File: config.mk
export PLATFORM = sky130hd
export DESIGN_NAME = arbitro_actuadores
export DESIGN_NICKNAME = d
export VERILOG_FILES = /design/src/rtl/arbitro_actuadores.sv
export SDC_FILE = /design/constraint.sdc
export NUM_CORES = 1
export LEC_CHECK = 0
export BUFFER_PORTS_ARGS = -buffer_cell sky130_fd_sc_hd__buf_2
export CAP_MARGIN = 20
export CORE_ASPECT_RATIO = 1.5
export CORE_MARGIN = 2
export CORE_UTILIZATION = 44
export CTS_CLUSTER_DIAMETER = 30
export CTS_CLUSTER_SIZE = 8
export DETAILED_ROUTE_END_ITERATION = 10
export HOLD_SLACK_MARGIN = 0.12
export SLEW_MARGIN = 20
export SYNTH_ARGS = -nofsm -noshare
export SYNTH_HDL_FRONTEND = slang
export SYNTH_SLANG_ARGS = --single-unit
File: constraint.sdc
create_clock -name clk -period 4.3 [get_ports clk]
set_input_delay 0.215 -clock clk [delete_from_list [all_inputs] [get_ports clk]]
set_output_delay 0.215 -clock clk [all_outputs]
set_load 0.005 [all_outputs]
File: src/rtl/arbitro_actuadores.sv
// Arbiter for the shared 12 V relay driver: pump (bomba), lamp (bombillo) and fan
// (ventilador). One load at a time, fixed priority bomba > bombillo > ventilador,
// a dead time with every relay off between loads, a minimum on-time before
// preemption, and a pump run limit followed by a pump lockout counted in minutes.
//
// Requests are plain levels with no handshake. A load holds its grant while its
// request stays high. Dropping the request releases the relay on the next cycle.
module arbitro_actuadores #(
  parameter int unsigned DEAD_CYC   = 8,
  parameter int unsigned MIN_ON     = 5,
  parameter int unsigned MAX_BOMBA  = 10,
  parameter int unsigned BLOQ_BOMBA = 30
) (
  input  logic       clk,
  input  logic       rst_n,
  input  logic       tickMin,
  input  logic       reqBomba,
  input  logic       reqBombillo,
  input  logic       reqVent,
  output logic       prenderBomba,
  output logic       prenderBombillo,
  output logic       prenderVent,
  output logic [1:0] concedido,
  output logic       ocupado,
  output logic       bombaBloq
);

  typedef enum logic [1:0] {
    REPOSO = 2'd0,
    PAUSA  = 2'd1,
    ACTIVO = 2'd2
  } estado_t;

  estado_t    estado, estado_n;
  logic [1:0] conc_q, conc_n;
  logic [7:0] dead_cnt, dead_n;
  logic [7:0] min_cnt, min_n;
  logic [7:0] bloq_cnt, bloq_n;

  logic       eleg_bomba;
  logic [1:0] ganador;
  logic       req_conc;
  logic       mayor;
  logic       forzada;
  logic       salir;

  // The pump only competes while its lockout has run out.
  assign eleg_bomba = reqBomba && (bloq_cnt == 8'd0);

  // Fixed-priority winner among the eligible requests (lower code wins).
  always_comb begin
    ganador = 2'd0;
    if (eleg_bomba)       ganador = 2'd1;
    else if (reqBombillo) ganador = 2'd2;
    else if (reqVent)     ganador = 2'd3;
  end

  // Request level of the load currently holding the grant.
  always_comb begin
    req_conc = 1'b0;
    case (conc_q)
      2'd1:    req_conc = reqBomba;
      2'd2:    req_conc = reqBombillo;
      2'd3:    req_conc = reqVent;
      default: req_conc = 1'b0;
    endcase
  end

  // Exit conditions while a load is energised.
  assign mayor   = (ganador != 2'd0) && (ganador < conc_q);
  assign forzada = (conc_q == 2'd1) && (min_cnt >= 8'(MAX_BOMBA));
  assign salir   = (estado == ACTIVO) &&
                   (!req_conc || ((min_cnt >= 8'(MIN_ON)) && mayor) || forzada);

  // Next state, grant, dead-time and on-time counters.
  always_comb begin
    estado_n = estado;
    conc_n   = conc_q;
    dead_n   = dead_cnt;
    min_n    = min_cnt;
    case (estado)
      REPOSO: begin
        conc_n = 2'd0;
        if (ganador != 2'd0) begin
          conc_n   = ganador;
          dead_n   = 8'(DEAD_CYC);
          estado_n = PAUSA;
        end
      end
      PAUSA: begin
        if (dead_cnt <= 8'd1) begin
          // Last dead cycle: re-arbitrate with the requests present now.
          dead_n = 8'd0;
          conc_n = ganador;
          if (ganador != 2'd0) begin
            estado_n = ACTIVO;
            min_n    = 8'd0;
          end else begin
            estado_n = REPOSO;
          end
        end else begin
          dead_n = dead_cnt - 8'd1;
        end
      end
      ACTIVO: begin
        if (salir) begin
          estado_n = PAUSA;
          dead_n   = 8'(DEAD_CYC);
        end else if (tickMin && (min_cnt != 8'hFF)) begin
          min_n = min_cnt + 8'd1;
        end
      end
      default: begin
        estado_n = REPOSO;
        conc_n   = 2'd0;
      end
    endcase
  end

  // Pump lockout: a forced stop reloads it (over any tick), otherwise it counts minutes down.
  always_comb begin
    bloq_n = bloq_cnt;
    if (salir && forzada) begin
      bloq_n = 8'(BLOQ_BOMBA);
    end else if (tickMin && (bloq_cnt != 8'd0)) begin
      bloq_n = bloq_cnt - 8'd1;
    end
  end

  // State and counter registers; reset drops every relay at once.
  always_ff @(posedge clk or negedge rst_n) begin
    if (!rst_n) begin
      estado   <= REPOSO;
      conc_q   <= 2'd0;
      dead_cnt <= 8'd0;
      min_cnt  <= 8'd0;
      bloq_cnt <= 8'd0;
    end else begin
      estado   <= estado_n;
      conc_q   <= conc_n;
      dead_cnt <= dead_n;
      min_cnt  <= min_n;
      bloq_cnt <= bloq_n;
    end
  end

  // Relay enables decode straight from the registered state, so only one can be high.
  assign prenderBomba    = (estado == ACTIVO) && (conc_q == 2'd1);
  assign prenderBombillo = (estado == ACTIVO) && (conc_q == 2'd2);
  assign prenderVent     = (estado == ACTIVO) && (conc_q == 2'd3);
  assign concedido       = conc_q;
  assign ocupado         = (estado != REPOSO);
  assign bombaBloq       = (bloq_cnt != 8'd0);

endmodule

==> key figures <==
Layout
  – Fin nets: 215
  – Non-filler cells, final: ~240
  – Layout cells sized above 1: 17.09%
  – Final core occ: between 40 and 50%
  – Final Instance Area: 0.001906 mm2
  – N_diodes: 0
  – Layout Area Growth over Synthesis: 8.708%
  – Fillcell total: between 300 and 400

Placed design
  – DP Worst Slack: 1.830 ns
  – Final GP Congestion: 0.9176
  – Dpl cell area: 0.001854 mm2
  – Placed cell count: 240
  – HPWL Detailed: 3024 um
  – Port-buffer cells: 12

Die
  – Die width: around 56 um
  – Die area: roughly 0.0045 mm2
  – Num rows: 28
  – # IOs: 13
  – Core area: 0.003889 mm2
  – Starting Density: 45.08%
  – Chip height: 81.31 um

Clock tree
  – CTS H-tree lvls: 1
  – CTS tree: done
  – Clk sinks: 28
  – CTS clk-pin slew, worst paths: 0.09 ns
  – Worst-case clock buffer depth: 2
  – Clk root buf: clkbuf_8
  – TritonCTS buffer count: 3
  – # Post-CTS Setup Buffers: 0
  – Latest clock arrival within the worst-skew pair: around 0.28 ns

Yosys
  – FFs w/ async S/R, synth: 100.0%
  – Library cells used by synthesis: 50
  – Post-synthesis net count: 200
  – Synth Flop Type: dfrtp_1
  – Post-synth top area cell: dfrtp_1
  – Most frequent cell after synthesis: dfrtp_1
  – Register area share after synthesis: between 30% and 40%
  – Synth cell count leaders: 28 x dfrtp_1, 18 x nand2_1, 13 x a21oi_1
  – Number of synthesized flops with an enable pin: 0
  – Ys Warns: 0
  – Top cells by area, synth: dfrtp_1 40%, ha_1 5.7%, nand2_1 3.9%, a21oi_1 3.7%, a31oi_1 3.6%
  – Yosys top cell area share: 39.97%
  – Mean Syn Cell Area: between 9 and 10 um2
  – #FFs+latches synth: 28
  – Cell Area, Synth: 0.001753 mm2
  – Mapped Cells: 186

Timing
  – Final setup margin: 1.748 ns
  – Period utilisation layout: 59.36%
  – Count of final setup violators: 0
  – Final worst path period need: 2.552 ns
  – RSZ-0062 raised after global routing: false
  – TNS Setup: 0 ns
  – Clock skew: 0.004342 ns
  – Relative slew margins: 32.43%
  – Final hold vios: 0
  – Max Clk Rate: 391.8 MHz
  – Measured slew at the worst slew-check pin: roughly 1 ns
  – Slew Limit Fails: 0

Setup path
  – Crit-path max cell delay: ~0.73 ns
  – Crit path kind: reg -> reg
  – CP Max Fanout: 11
  – Crit path launch type: register
  – Crit. End Element: register
  – CP max-delay cell: a31oi_1
  – Worst path top cell family by delay: compound AO/OA/AOI/OAI gates
  – Crit path DAT: 2.75 ns
  – Cell Chain, Critical Path: inv_1 > ha_1 > or2_2 > a31oi_1 > or3_1 > and2_4 > inv_1 > a31oi_1
  – CP Buf/Inv Count: 2
  – WP data required: ~4.5 ns

Run
  – Max Cap Viol: 0

Global routing
  – Initial antenna violation count: 0
  – Overall Global Routing Usage: 18.91%
  – Grt total ovfl: 0
  – Vias in the first global route: 1439
  – Largest net degree at the start of global routing: 29
  – First-pass GRT wire length: 6624 um

Routing
  – WL/cell: 16.27 um
  – ANT nets after route: 0
  – 1st-iter DRT viols: 52
  – Via/cell ratio: 6.012
  – Remaining DRCs: 0
  – Vias: 1467
  – Router iterations before antenna repair: 4
  – WL final: 3971 um

Min path
  – Min-Delay Path Class: in -> reg

Power and ir drop
  – Leakage: 0.8126 nW
  – Peak VDD IR: 0.4323 mV
  – PD cells: 603.5 mW/mm2

Status
  – Status: completed
[timing repair]
item / in CTS / in global routing
setup endpoints to repair: 0 / 0
hold endpoints to repair: 28 / 0
gates resized for setup: 0 / 0
hold buffers: 1 / 0
[cells by family after synthesis]
| family | count (synthesis) | synth area share (%) |
|---|---|---|
| multiplexers | 2 | 1.213 |
| AO/OA/AOI/OAI | 61 | 25.27 |
| XOR/XNOR | 8 | 3.997 |
| AND/OR/NAND/NOR | 66 | 20.84 |
| flip-flops | 28 | 39.97 |
| adder cells (fa/ha/maj) | 8 | 5.710 |
| buffers and inverters | 13 | 2.998 |
[path summary, 6_finish.rpt]
check                      cells past startpoint           end   startpoint  slack, ns
setup / recovery                               8    min_cnt[7]  dead_cnt[0]       1.75
min in group asynchronous                      2   bloq_cnt[0]        rst_n       0.48
setup reg to reg                               8    min_cnt[7]  dead_cnt[0]       1.75
max in group asynchronous                      2   bloq_cnt[3]        rst_n       3.41
hold reg to reg                                1   dead_cnt[4]  dead_cnt[4]       0.51
hold / removal                                 4  concedido[1]      reqVent       0.30
[report_power, final]
part	leakage (nW)	internal (mW)	switching, mW	total (mW)
Sequential	0.354	0.357	0.119	0.477
Combinational	0.437	0.223	0.306	0.529
Clock	0.0216	0.0631	0.0817	0.145
[tightest hold or removal path: stages]
cell and delay, ns:
buf_2 0.10, or2_2 0.12, nand3_1 0.06, nand2_1 0.06
[state kept, by name (all words and copies together) (netlist names)]
| register | flops |
|---|---|
| concedido | 2 |
| estado | 2 |
| dead_cnt | 8 |
| min_cnt | 8 |
| bloq_cnt | 8 |
[metrics by stage]
step | hold WS [ns] | total power, mW
2_1_floorplan | -0.08059 | 0.8610
3_3_place_gp | 0.2680 | 0.9891
3_5_place_dp | 0.2756 | 1.015
4_1_cts | 0.3060 | 1.160
5_1_grt | 0.3225 | 1.250
6_report | 0.3044 | 1.150
[cell type report]
type	count	area, um2	area share (%)
Clock buffer	3	41.29	2.167
Inverter	10	37.54	1.970
Multi-Input combinational cell	145	999.7	52.46
Sequential cell	28	700.7	36.77
Tap cell	45	56.30	2.955
Timing Repair Buffer	13	70.07	3.677
[cell usage in the layout, fill, tap and decap left out, types with 2 or more instances in the layout]
cell type	Yosys	routed
a21o_1	2	2
a21oi_1	13	13
a31o_2	2	2
a31oi_1	10	10
and3_1	3	3
and4bb_2	2	2
buf_2	0	12
clkbuf_8	0	3
dfrtp_1	28	28
ha_1	8	8
inv_1	10	10
nand2_1	18	18
nand3_1	6	6
nor2_1	11	11
nor2b_1	2	2
nor3_1	7	7
nor3b_1	2	2
o211ai_1	2	2
o21a_1	2	2
o21ai_0	8	8
o22ai_1	4	4
o31a_1	2	2
o31ai_1	2	2
or2_2	4	4
or3_1	4	4
xnor2_1	5	5
xor2_1	3	3
[routing by layer]
layer / vias to the layer above / wire length, um / share of wire [%] / GRT usage [%]
met3: 8 / 62 / 1.6 / 1.592
met5: - / 0 / 0 / 0
li1: 722 / - / - / -
met2: 17 / 2183 / 55 / 36.43
met4: 0 / 91 / 2.3 / 10.24
met1: 720 / 1634 / 41 / 20.20
No activity file was read; power rests on OpenSTA's default activity.
